[config.mk]
export PLATFORM = sky130hd
export DESIGN_NAME = fp_wb_arbiter_flat
export DESIGN_NICKNAME = d
export VERILOG_FILES = /design/src/rtl/fp_wb_arbiter_if.sv /design/src/rtl/fp_wb_arbiter.sv /design/src/flat_wrapper.sv
export SDC_FILE = /design/constraint.sdc
export NUM_CORES = 1
export LEC_CHECK = 0
export ABC_AREA = 0
export CAP_MARGIN = 0
export CORE_MARGIN = 5
export CORE_UTILIZATION = 42
export DETAILED_ROUTE_END_ITERATION = 16
export PLACE_DENSITY_LB_ADDON = 0.12
export SETUP_SLACK_MARGIN = 0.5
export SLEW_MARGIN = 20
export SYNTH_ARGS = -nofsm -noshare
export SYNTH_HDL_FRONTEND = slang
export SYNTH_SLANG_ARGS = --single-unit
[constraint.sdc]
create_clock -name clk -period 3.5 [get_ports clk]
set_input_delay 0.7 -clock clk [delete_from_list [all_inputs] [get_ports clk]]
set_output_delay 0.7 -clock clk [all_outputs]
set_load 0.01 [all_outputs]
[src/rtl/fp_wb_arbiter_if.sv]
// fp_wb_arbiter_if: producer handshakes, register-file write port and stall counter of the FP writeback arbiter
interface fp_wb_arbiter_if #(
  parameter int FLEN  = 64,
  parameter int CNT_W = 16
);
  logic            ld_valid, ld_ready, ld_sp;
  logic [4:0]      ld_rd;
  logic [FLEN-1:0] ld_data;
  logic            ex_valid, ex_ready, ex_sp;
  logic [4:0]      ex_rd;
  logic [FLEN-1:0] ex_data;
  logic            dv_valid, dv_ready, dv_sp;
  logic [4:0]      dv_rd;
  logic [FLEN-1:0] dv_data;
  logic            WE3;
  logic [4:0]      A3;
  logic [FLEN-1:0] WD3;
  logic [CNT_W-1:0] stall_cnt;
  logic            clr_cnt;
  modport master (
    output ld_valid, ld_rd, ld_data, ld_sp, ex_valid, ex_rd, ex_data, ex_sp,
           dv_valid, dv_rd, dv_data, dv_sp, clr_cnt,
    input  ld_ready, ex_ready, dv_ready, WE3, A3, WD3, stall_cnt
  );
  modport slave (
    input  ld_valid, ld_rd, ld_data, ld_sp, ex_valid, ex_rd, ex_data, ex_sp,
           dv_valid, dv_rd, dv_data, dv_sp, clr_cnt,
    output ld_ready, ex_ready, dv_ready, WE3, A3, WD3, stall_cnt
  );
endinterface

[src/rtl/fp_wb_arbiter.sv]
// fp_wb_arbiter: round-robin merge of load/FPU/div results into one registered FP register-file write
module fp_wb_arbiter #(
  parameter int FLEN      = 64,
  parameter bit NANBOX_EN = 1'b1,
  parameter int CNT_W     = 16
) (
  input logic            clk,
  input logic            rst,
  fp_wb_arbiter_if.slave bus
);
  logic             r_we;
  logic [4:0]       r_a3;
  logic [FLEN-1:0]  r_wd3;
  logic [1:0]       r_ptr;
  logic [CNT_W-1:0] r_cnt;
  logic [2:0]       w_v, w_gnt;
  logic [1:0]       w_p0, w_p1, w_p2, w_g;
  logic             w_any, w_contend, w_sp;
  logic [4:0]       w_rd;
  logic [FLEN-1:0]  w_data, w_wd;
  assign w_v  = {bus.dv_valid, bus.ex_valid, bus.ld_valid};
  // pointer value 3 is unreachable; fold it onto 0 so the search order stays defined
  assign w_p0 = (r_ptr == 2'd3) ? 2'd0 : r_ptr;
  assign w_p1 = (w_p0 == 2'd2) ? 2'd0 : w_p0 + 2'd1;
  assign w_p2 = (w_p1 == 2'd2) ? 2'd0 : w_p1 + 2'd1;
  assign w_g  = w_v[w_p0] ? w_p0 : w_v[w_p1] ? w_p1 : w_p2;
  assign w_any = |w_v;
  assign w_contend = (w_v[0] & w_v[1]) | (w_v[0] & w_v[2]) | (w_v[1] & w_v[2]);
  assign w_gnt = (w_any && rst) ? 3'b001 << w_g : 3'b000;
  assign bus.ld_ready = w_gnt[0];
  assign bus.ex_ready = w_gnt[1];
  assign bus.dv_ready = w_gnt[2];
  assign w_rd   = (w_g == 2'd0) ? bus.ld_rd   : (w_g == 2'd1) ? bus.ex_rd   : bus.dv_rd;
  assign w_data = (w_g == 2'd0) ? bus.ld_data : (w_g == 2'd1) ? bus.ex_data : bus.dv_data;
  assign w_sp   = (w_g == 2'd0) ? bus.ld_sp   : (w_g == 2'd1) ? bus.ex_sp   : bus.dv_sp;
  assign w_wd   = (NANBOX_EN && w_sp) ? {{(FLEN-32){1'b1}}, w_data[31:0]} : w_data;
  always_ff @(posedge clk or negedge rst) begin
    if (!rst) begin
      r_we  <= 1'b0;
      r_a3  <= '0;
      r_wd3 <= '0;
      r_ptr <= 2'd0;
      r_cnt <= '0;
    end else begin
      r_we <= w_any;
      if (w_any) begin
        r_a3  <= w_rd;
        r_wd3 <= w_wd;
        r_ptr <= (w_g == 2'd2) ? 2'd0 : w_g + 2'd1;
      end
      r_cnt <= bus.clr_cnt ? '0 : (w_contend && !(&r_cnt)) ? r_cnt + CNT_W'(1) : r_cnt;
    end
  end
  assign bus.WE3       = r_we;
  assign bus.A3        = r_a3;
  assign bus.WD3       = r_wd3;
  assign bus.stall_cnt = r_cnt;
endmodule

[src/flat_wrapper.sv]
// flat-port wrapper written by rule: the top's interface ports become plain ports
module fp_wb_arbiter_flat 
#(
  parameter int FLEN      = 64,
  parameter bit NANBOX_EN = 1'b1,
  parameter int CNT_W     = 16
)
  (clk, rst, bus_ld_valid, bus_ld_rd, bus_ld_data, bus_ld_sp, bus_ex_valid, bus_ex_rd, bus_ex_data, bus_ex_sp, bus_dv_valid, bus_dv_rd, bus_dv_data, bus_dv_sp, bus_clr_cnt, bus_ld_ready, bus_ex_ready, bus_dv_ready, bus_WE3, bus_A3, bus_WD3, bus_stall_cnt);
  fp_wb_arbiter_if #(.FLEN(FLEN), .CNT_W(CNT_W)) bus_i ();
  input logic clk;
  input logic rst;
  input wire logic [$bits(bus_i.ld_valid)-1:0] bus_ld_valid;
  input wire logic [$bits(bus_i.ld_rd)-1:0] bus_ld_rd;
  input wire logic [$bits(bus_i.ld_data)-1:0] bus_ld_data;
  input wire logic [$bits(bus_i.ld_sp)-1:0] bus_ld_sp;
  input wire logic [$bits(bus_i.ex_valid)-1:0] bus_ex_valid;
  input wire logic [$bits(bus_i.ex_rd)-1:0] bus_ex_rd;
  input wire logic [$bits(bus_i.ex_data)-1:0] bus_ex_data;
  input wire logic [$bits(bus_i.ex_sp)-1:0] bus_ex_sp;
  input wire logic [$bits(bus_i.dv_valid)-1:0] bus_dv_valid;
  input wire logic [$bits(bus_i.dv_rd)-1:0] bus_dv_rd;
  input wire logic [$bits(bus_i.dv_data)-1:0] bus_dv_data;
  input wire logic [$bits(bus_i.dv_sp)-1:0] bus_dv_sp;
  input wire logic [$bits(bus_i.clr_cnt)-1:0] bus_clr_cnt;
  output wire logic [$bits(bus_i.ld_ready)-1:0] bus_ld_ready;
  output wire logic [$bits(bus_i.ex_ready)-1:0] bus_ex_ready;
  output wire logic [$bits(bus_i.dv_ready)-1:0] bus_dv_ready;
  output wire logic [$bits(bus_i.WE3)-1:0] bus_WE3;
  output wire logic [$bits(bus_i.A3)-1:0] bus_A3;
  output wire logic [$bits(bus_i.WD3)-1:0] bus_WD3;
  output wire logic [$bits(bus_i.stall_cnt)-1:0] bus_stall_cnt;
  assign bus_i.ld_valid = bus_ld_valid;
  assign bus_i.ld_rd = bus_ld_rd;
  assign bus_i.ld_data = bus_ld_data;
  assign bus_i.ld_sp = bus_ld_sp;
  assign bus_i.ex_valid = bus_ex_valid;
  assign bus_i.ex_rd = bus_ex_rd;
  assign bus_i.ex_data = bus_ex_data;
  assign bus_i.ex_sp = bus_ex_sp;
  assign bus_i.dv_valid = bus_dv_valid;
  assign bus_i.dv_rd = bus_dv_rd;
  assign bus_i.dv_data = bus_dv_data;
  assign bus_i.dv_sp = bus_dv_sp;
  assign bus_i.clr_cnt = bus_clr_cnt;
  assign bus_ld_ready = bus_i.ld_ready;
  assign bus_ex_ready = bus_i.ex_ready;
  assign bus_dv_ready = bus_i.dv_ready;
  assign bus_WE3 = bus_i.WE3;
  assign bus_A3 = bus_i.A3;
  assign bus_WD3 = bus_i.WD3;
  assign bus_stall_cnt = bus_i.stall_cnt;
  fp_wb_arbiter #(.FLEN(FLEN), .NANBOX_EN(NANBOX_EN), .CNT_W(CNT_W)) u_core (.clk(clk), .rst(rst), .bus(bus_i));
endmodule
==> results of run 1 <==
[routing by layer]
layer / vias up / wire length (um)
met2: 261 / 10400
met1: 2761 / 8180
met4: 0 / 688
met5: - / 0
li1: 2752 / -
met3: 37 / 1780
[registers in the layout, summed over array words and instances, names as in the netlist]
signal	count
u_core.bus.stall_cnt	16
u_core.bus.WD3	64
u_core.bus.WE3	1
u_core.bus.A3	5
u_core.r_ptr	2
[placed cells by master (no fill, tap or decap), types with 2 or more instances in the layout]
cell type        netlist  final
nor4b_1                2      2
nor3b_1                2      2
and3_1                69     69
nor2_1                21     21
nand2b_1               3      3
nor3_2                 0      2
dlygate4sd2_1          0      2
clkbuf_16              0      9
nand4_1                4      4
buf_4                  4     13
diode_2                0      2
and2_1                33     33
nand3_1                5      5
buf_6                  4      3
inv_1                  5      4
nand2_1               44     44
nor3_1                 7      5
xnor2_1               13     13
a21oi_1                6      6
a211o_1               64     64
o21ai_0               75     75
clkbuf_1              38      2
nor4_1                 5      5
nor2b_1                2      2
dfrtp_1               88     88
o21a_1                32     32
ha_2                   0      2
clkdlybuf4s50_1        0    299
a211oi_1              40     40
[cell families (layout without fill, tap and decap cells)]
group	after synthesis	count (layout)	synth area share, %
AO/OA/AOI/OAI	226	226	29.5
AND/OR/NAND/NOR	203	203	20.6
flip-flops	88	88	41.0
buffers and inverters	63	340	5.49
XOR/XNOR	14	14	2.28
adder cells (fa/ha/maj)	4	4	0.885
multiplexers	1	1	0.186
other	0	2	0
[stage by stage]
stage               instances  total power, mW  worst slack, ns  util, %
detailed placement       1033             5.55            0.172     67.7
finish                   1050             6.53            0.524     70.2
global placement         1033             5.45            0.162     67.7
CTS                      1048             6.51            0.437     70.0
global route             1049             6.96            0.464     70.2
floorplan                 599             3.91            0.932        -
[synth_stat cells (all sizes together) (2+ instances only)]
cell type / n / area, um^2
dfrtp: 88 / 2200
nor2: 21 / 78.8
a211oi: 40 / 300
nand2: 45 / 176
xnor2: 13 / 114
nor4: 5 / 31.3
o21ai: 75 / 375
ha: 3 / 37.5
nand4: 4 / 25.0
clkbuf: 38 / 143
a211o: 64 / 561
inv: 5 / 18.8
a31oi: 3 / 31.3
nor3b: 2 / 15.0
o21a: 32 / 240
nor4b: 2 / 17.5
buf: 20 / 134
a21oi: 6 / 30.0
or2: 2 / 12.5
nor3: 7 / 35.0
and2: 33 / 206
nand2b: 3 / 18.8
nor2b: 2 / 12.5
and3: 69 / 432
nand3: 5 / 25.0
[report_power, final]
group	switching (mW)	internal, mW	leakage (nW)
Sequential	0.214	1.43	1.02
Combinational	2.00	1.92	2.52
Clock	0.385	0.569	0.139
[cell type report]
class                   count  area share [%]
repair buffers            320            36.1
clock buffers              12            2.79
inverters                   5           0.213
clock inverters             3           0.482
diodes                      2          0.0567
well taps                 172            2.44
multi-input cells         448            33.0
flip-flops and latches     88            25.0
[critical path: stages]
cell             delay [ns]
clkdlybuf4s50_1        0.46
nor2b_1                0.17
or3_2                  0.50
nor3_1                 0.18
clkdlybuf4s15_1        0.26
[worst min-delay path by stage]
stage	startpoint	endpoint	slack, ns
after global placement	u_core.bus.A3[2]	u_core.bus.A3[2]	0.46
after detailed placement	u_core.bus.WD3[12]	u_core.bus.WD3[12]	0.47
after floorplan	rst	u_core.bus.A3[0]	0.40
after CTS	rst	u_core.bus.stall_cnt[5]	0.43
final	rst	u_core.bus.stall_cnt[5]	0.41
after global routing	rst	u_core.bus.stall_cnt[5]	0.45
[timing repair]
action                                  CTS  global route
hold buffers                              0             0
endpoints found under the setup margin    3            38
setup buffers                             0             0
gates resized for setup                   3             8
==> impl_results.md, run 1 <==
- Reg2reg setup slack: 0.69 ns
- Tightest Pin Transition: 0.894 ns
- Die height: between 100 and 150 um
- Antenna viol nets, final: 0
- Initial Util: 42.8%
- RSZ-0062 raised after global routing: yes
- Setup violations, final: 0
- Met1 usage: 31.6%
- Top_reg_cell synth: dfrtp_1
- Reg2reg end: u_core.bus.WD3[47]
- Mean post-synth cell area: between 8 and 9 um^2
- CTS tree: yes
- Worst Setup Start Kind: input port
- Total congestion overflow: 0
- Final Max Slew Viols: 0
- Via/cell ratio: about 5.5
- Relative slew slack: 39.9%
- Vias in the first global route: between 6,000 and 7,000
- Core area: 12,600 um^2
- Multi-input logic area: 2910 um^2
- Clock Sinks: 88
- Minimum clock period: 2.98 ns
- NumNets Final: ~1,100
- CTS max path bufs: 2
- Post-synth EDFFs: 0
- Cell row count: 41
- CTS Buf Count: 9
- Initial antenna violation count: 1
- Worst Setup EP: bus_dv_ready
- CP endpoint kind: output port
- IO Port Bufs: 304
- Fillcell total: 1,003
- Post-synthesis register bit count: 88
- Die ar.: roughly 15,000 um^2
- Clock skew: 0.00534 ns
- Area Growth Syn to Fin: 64.2%
- Drt wl/cell: 20.1 um
- Maxcap violations: 0
- Setup TNS Final: 0 ns
- Seq/Total Area, Yosys: 41.0%
- First-pass GRT wire length: ~32 mm
- Pleak: 3.68 nW
- Worst VDD drop: 0.000455 V
- Post-Syn Area: 5370 um^2
- Clk_lat worst skew: 0.33 ns
- Worst R2R Start: u_core.r_ptr[1]
- # DRC: 0
- Fin. Hold Viols: 0
- Routing usage on met3: approximately 7%
- Req. time, crit path: 2.80 ns
- Net Count, Synth: 818
- Netlist cell types: 43
- Largest fanout on the critical path: 3
- Fin area: 8830 um^2
- Global Route Usage Sum: a little over a quarter
- Iter 0 DRT Violations: 403
- WL final: roughly 21 mm
- Ys async rst share: 100%
- CTS clock-pin slew for the worst setup and hold paths: 0.07 ns
- Power Density: 740 nW/um^2
- Yosys warns: 0
- Met2 usage: 47.8%
- HPWL Detailed: 15.1 mm
- Ports: ~310
- Gr busiest metal: met2
- Largest net degree at the start of global routing: 74
- Die width: between 100 and 150 um
- Detailed Routing Iterations Pass 1: 4
- Placed cell areas: between 8000 and 9000 um^2
- Register area: 2200 um^2
- Reg2reg path depth: 9
- Synth Instances: 599
- Fin crit share: between 80% and 90%
- WHS: 0.407 ns
- Root buf cell: clkbuf_16
- Class of the worst hold path: in -> async
- Critical path arrival: 2.28 ns
- Gpl congestion: roughly 0.84
- Layout cells sized above 1: 4.79%
- Crit Path Category: in -> out
- H-tree depth: 3
- Status: complete, no violations
- Max Fclk: 336 MHz
- CP startpoint: bus_ex_valid
- Via count: 5,811
(Power assumes the default switching activity.)
==> run 2: changes to the inputs <==
CORE_UTILIZATION = 41   (was 42)
==> run 2 against run 1 <==
Net effect:
- global-route usage grew 0.17 points
- clock skew is essentially flat
- die area grew 2.2%
- power grew 1.6%
- sequential share of layout area shrank 0.053 points
- core utilization shrank 0.70 points
- sequential power is essentially flat
- register-to-register slack gained 0.03 ns
- critical path type unchanged
- largest power group unchanged
==> impl_results.md, run 2 (synthesis gave the netlist of run 1 again) <==
- Clock group share of total power: 15.7%
- Core area: roughly 13,000 um^2
- NumNets Final: approximately 1,100
- Power Density: 750 nW/um^2
- Most frequent cells in the layout: clkdlybuf4s50_1, dfrtp_1, o21ai_0, and3_1, a211o_1
- Clock Sinks: 88
- CTS tree: yes
- CP endpoint kind: output port
- Final Max Slew Viols: 0
- Class of the worst hold path: in -> async
- IO Port Bufs: 304
- Iter 0 DRT Violations: 433
- Antenna viol nets, final: 0
- Clk_lat worst skew: 0.34 ns
- Critical path arrival: 2.24 ns
- Reg2reg path depth: 8
- Cell row count: 41
- Fin crit share: 84.0%
- Minimum clock period: around 2.9 ns
- Worst slack at placement: 0.154 ns
- Critical Path Max Stage Delay: approximately 0.49 ns
- Initial Util: between 40% and 50%
- Die height: 124 um
- Root buf cell: clkbuf_16
- # DRC: 0
- Area Growth Syn to Fin: 64.6%
- Number of flip-flops under the largest register name: 64
- Power share of the sequential group: between 20% and 30%
- CTS clock-pin slew for the worst setup and hold paths: about 0.060 ns
- Placed insts: between 1,000 and 1,500
- Via/cell ratio: 5.59
- Crit Path Category: in -> out
- Commonest non-fill, non-tap cell in the layout: clkdlybuf4s50_1
- Worst Setup Start Kind: input port
- Maxcap violations: 0
- WL final: about 22 mm
- H-tree depth: 3
- Relative slew slack: 36.6%
- Worst path slowest cell: clkdlybuf4s50_1
- Pleak: 3.69 nW
- Tightest Pin Transition: 0.942 ns
- Initial antenna violation count: 0
- HPWL Detailed: between 15 and 20 mm
- Vias in the first global route: 6,346
- Utilization after layout: 69.5%
- First-pass GRT wire length: 34.5 mm
- Die width: 124 um
- Max Fclk: 340 MHz
- Largest fanout on the critical path: 5
- Post-Layout Cell Count: 1,049
- Clock skew: 0.00554 ns
- Switching part of the total power: 39.7%
- Final worst setup slack: 0.561 ns
- N_diodes: 0
- Total congestion overflow: 0
- Fin. Hold Viols: 0
- Worst VDD drop: 0.000426 V
- Fillcell total: 1,065
- Layout cells sized above 1: under 10%
- Setup violations, final: 0
- Detailed Routing Iterations Pass 1: 4
- CTS max path bufs: 2
- Drt wl/cell: about 21 um
- Via count: 5,860
- Status: complete, no violations
- CTS Buf Count: 9
- Setup TNS Final: 0 ns
- Req. time, crit path: ~2.8 ns
- Largest net degree at the start of global routing: 74
- Gpl congestion: around 0.9
- Ports: roughly 300
- RSZ-0062 raised after global routing: no
- Die ar.: between 15,000 and 20,000 um^2
- Internal power: 4.00 mW
- Global Route Usage Sum: 27.3%
- Sw Pwr: 2.63 mW
- Comb pwr share: between 50% and 60%
- Cell Chain, Critical Path: clkdlybuf4s50_1, buf_4, nor2b_1, o22a_2, and2_1, nor3_1, dlygate4sd2_1
-- run 2: metrics by stage --
step	hold slack, ns	area [um^2]	total power, mW
floorplan	0.404	5370	3.91
global placement	0.462	8510	5.45
detailed placement	0.472	8510	5.56
CTS	0.250	8820	6.63
global route	0.267	8840	7.06
finish	0.249	8840	6.64
-- run 2: what timing repair did --
item / CTS / global route
setup endpoints to repair: 4 / 53
hold buffers: 0 / 0
pin swaps: 0 / 1
gates resized for setup: 4 / 10
cloned: 0 / 0
buffers inserted: 0 / 0
-- run 2: cell type report --
type	count	area, um^2	share of cell area (%)
clock buffers	13	250	2.83
clock inverters	3	65.1	0.736
inverters	5	18.8	0.212
multi-input cells	448	2910	32.9
flip-flops and latches	88	2200	24.9
well taps	172	215	2.43
repair buffers	320	3180	36.0
-- run 2: critical path, delay by kind of cell --
family | cells | cell delay [ns]
buffers and inverters | 3 | 0.94
and+or+nand+nor | 3 | 0.35
AOI/OAI and AO/OA | 1 | 0.25
-- run 2: path summary, 6_finish.rpt --
| kind | from | endpoint | slack, ns |
|---|---|---|---|
| setup / recovery | bus_ld_valid | bus_ld_ready | 0.56 |
| hold reg to reg | u_core.bus.WD3[30] | u_core.bus.WD3[30] | 0.48 |
| hold / removal | rst | u_core.bus.stall_cnt[6] | 0.25 |
| setup reg to reg | u_core.r_ptr[1] | u_core.bus.WD3[55] | 0.72 |
| max in group asynchronous | rst | u_core.bus.WD3[19] | 2.06 |
| min in group clk | u_core.bus.WD3[30] | u_core.bus.WD3[30] | 0.48 |
-- run 2: power groups by stage --
stage               clock network (mW)  logic [mW]  registers, mW
floorplan                            0        2.09           1.82
global placement                     0        3.80           1.65
detailed placement                   0        3.90           1.66
CTS                               1.06        3.92           1.65
global route                      1.11        4.25           1.70
finish                            1.04        3.95           1.65
-- run 2: layer usage --
layer	GRT usage (%)	vias up	part of all wire (%)
li1	-	2755	-
met1	33.2	2769	40
met2	45.5	288	49
met3	7.33	48	7.5
met4	11.5	0	4.0
met5	0	-	0
==> run 3: changes to the inputs <==
CORE_UTILIZATION = 39   (was 41)
clock period = 2.9 ns   (was 3.5 ns; I/O delays follow)
==> run 3 against run 2 <==
Net effect:
- core utilization shrank 1.7 points
- routed wire length grew 1.1%
- die area is 4.7% higher
- highest routed layer unchanged
==> impl_results.md, run 3 (synthesis gave the netlist of run 1 again) <==
- Worst R2R Start: u_core.r_ptr[0]
- First-pass GRT wire length: 33.4 mm
- Critical path arrival: 1.92 ns
- Register area: 2200 um^2
- Initial Util: about two fifths
- Cell Chain, Critical Path: inv_2, ha_4, or2_4, o22a_2, and2_4, nor3_2, buf_2
- Fillcell total: 1,071
- Clock skew: ~0.0054 ns
- Drt wl/cell: 20.6 um
- WHS: 0.310 ns
- # DRC: 0
- Minimum clock period: between 2 and 2.5 ns
- CTS Buf Count: 9
- Commonest non-fill, non-tap cell in the layout: clkdlybuf4s50_1
- Root buf cell: clkbuf_16
- Die width: 127 um
- Multi-input logic area: 3000 um^2
- Initial antenna violation count: 1
- Area Growth Syn to Fin: 69.2%
- Req. time, crit path: 2.32 ns
- Via/cell ratio: around 5.6
- Class of the worst hold path: in -> async
- Gpl congestion: 0.920
- Post-Layout Cell Count: 1,064
- CTS Hold Bufs: 0
- Worst VDD drop: 0.000463 V
- Number of flip-flops under the largest register name: 64
- Status: complete, no violations
- NumNets Final: between 1,000 and 1,500
- Vias in the first global route: ~6,200
- Clk_lat worst skew: around 0.35 ns
- Final Max Slew Viols: 0
- Power Density: between 900 and 1000 nW/um^2
- Layout cells sized above 1: roughly 7.8%
- Worst Setup Start Kind: flip-flop
- Ports: 305
- Crit Path Category: reg -> out
- Critical Path Max Stage Delay: 0.41 ns
- Cell row count: 42
- Fin crit share: between 80 and 90%
- HPWL Detailed: 15.4 mm
- CTS clock-pin slew for the worst setup and hold paths: 0.06 ns
- Total congestion overflow: 0
- RSZ-0062 raised after global routing: yes
- Antenna viol nets, final: 0
- Via count: 5,974
- Die height: 127 um
- Fin. Hold Viols: 0
- Setup violations, final: 0
- CTS max path bufs: 2
- Iter 0 DRT Violations: ~400
- Largest net degree at the start of global routing: 74
- Fin area: 9090 um^2
- WL final: about 22 mm
- IO Port Bufs: 304
- Max Fclk: 401 MHz
- Detailed Routing Iterations Pass 1: 5
- Tightest Pin Transition: 0.829 ns
- Most frequent cells in the layout: clkdlybuf4s50_1, dfrtp_1, o21ai_0, and3_1, a211o_1
- Maxcap violations: 0
- Clock Sinks: 88
- Largest fanout on the critical path: 5
- Die ar.: around 16,000 um^2
- Relative slew slack: about 44%
- Reg2reg path depth: 9
- Worst path slowest cell: dfrtp_1
- Pleak: 3.79 nW
- Reg2reg setup slack: 0.46 ns
- Placed cell areas: 8570 um^2
- Placed insts: 1,043
- CTS tree: yes
- Reg2reg end: u_core.bus.WD3[40]
- H-tree depth: 3
- Core area: 13,400 um^2
- CP endpoint kind: output port
- Global Route Usage Sum: 26.1%
run 3: report_power, final:
| part | internal (mW) | switching, mW |
|---|---|---|
| Clock | 0.888 | 0.490 |
| Sequential | 1.73 | 0.264 |
| Combinational | 2.58 | 2.59 |
run 3: cell type report:
class                   instances  area share [%]
repair buffers                329            36.2
multi-input cells             449            33.0
flip-flops and latches         88            24.2
clock buffers                  11            2.78
well taps                     176            2.42
clock inverters                 5            1.13
inverters                       5           0.206
diodes                          1          0.0275
run 3: how the worst max path moves through the flow:
stage	start	to	cells past startpoint
after floorplan	u_core.r_ptr[0]	bus_ld_ready	8
after global placement	bus_dv_valid	bus_dv_ready	6
after detailed placement	bus_ex_valid	u_core.bus.WD3[17]	8
after CTS	u_core.r_ptr[1]	bus_ld_ready	7
after global routing	u_core.r_ptr[0]	bus_dv_ready	7
final	u_core.r_ptr[0]	bus_ld_ready	7
run 3: metrics by stage:
step	setup slack [ns]	util [%]	TNS [ns]	power (mW)
after floorplan	0.513	-	0	4.72
after global placement	-0.144	64.0	-3.15	6.71
after detailed placement	-0.198	64.0	-5.57	6.82
after CTS	0.411	67.6	0	8.51
after global routing	0.317	67.8	0	9.08
final	0.403	67.8	0	8.54
run 3: repair_timing:
item / 4_1_cts / 5_1_grt
resized for setup: 41 / 9
cloned: 1 / 0
setup endpoints to repair: 73 / 72
pin swaps: 6 / 0
endpoints found under the hold margin: 0 / 0
setup buffers: 3 / 0
run 3: worst max-delay path: cells and delay by family, from the launching register on:
kind / cells / cell delay, ns
AO/OA/AOI/OAI: 1 / 0.26
adder cells (fa/ha/maj): 1 / 0.18
buffers and inverters: 2 / 0.24
flip-flops: 1 / 0.41
AND/OR/NAND/NOR: 3 / 0.48
run 3: metal layers:
layer,GRT usage [%],share of wire [%]
met1,30.3,37
met2,44.8,50
met3,6.51,8.4
met4,12.9,4.2
met5,0,0
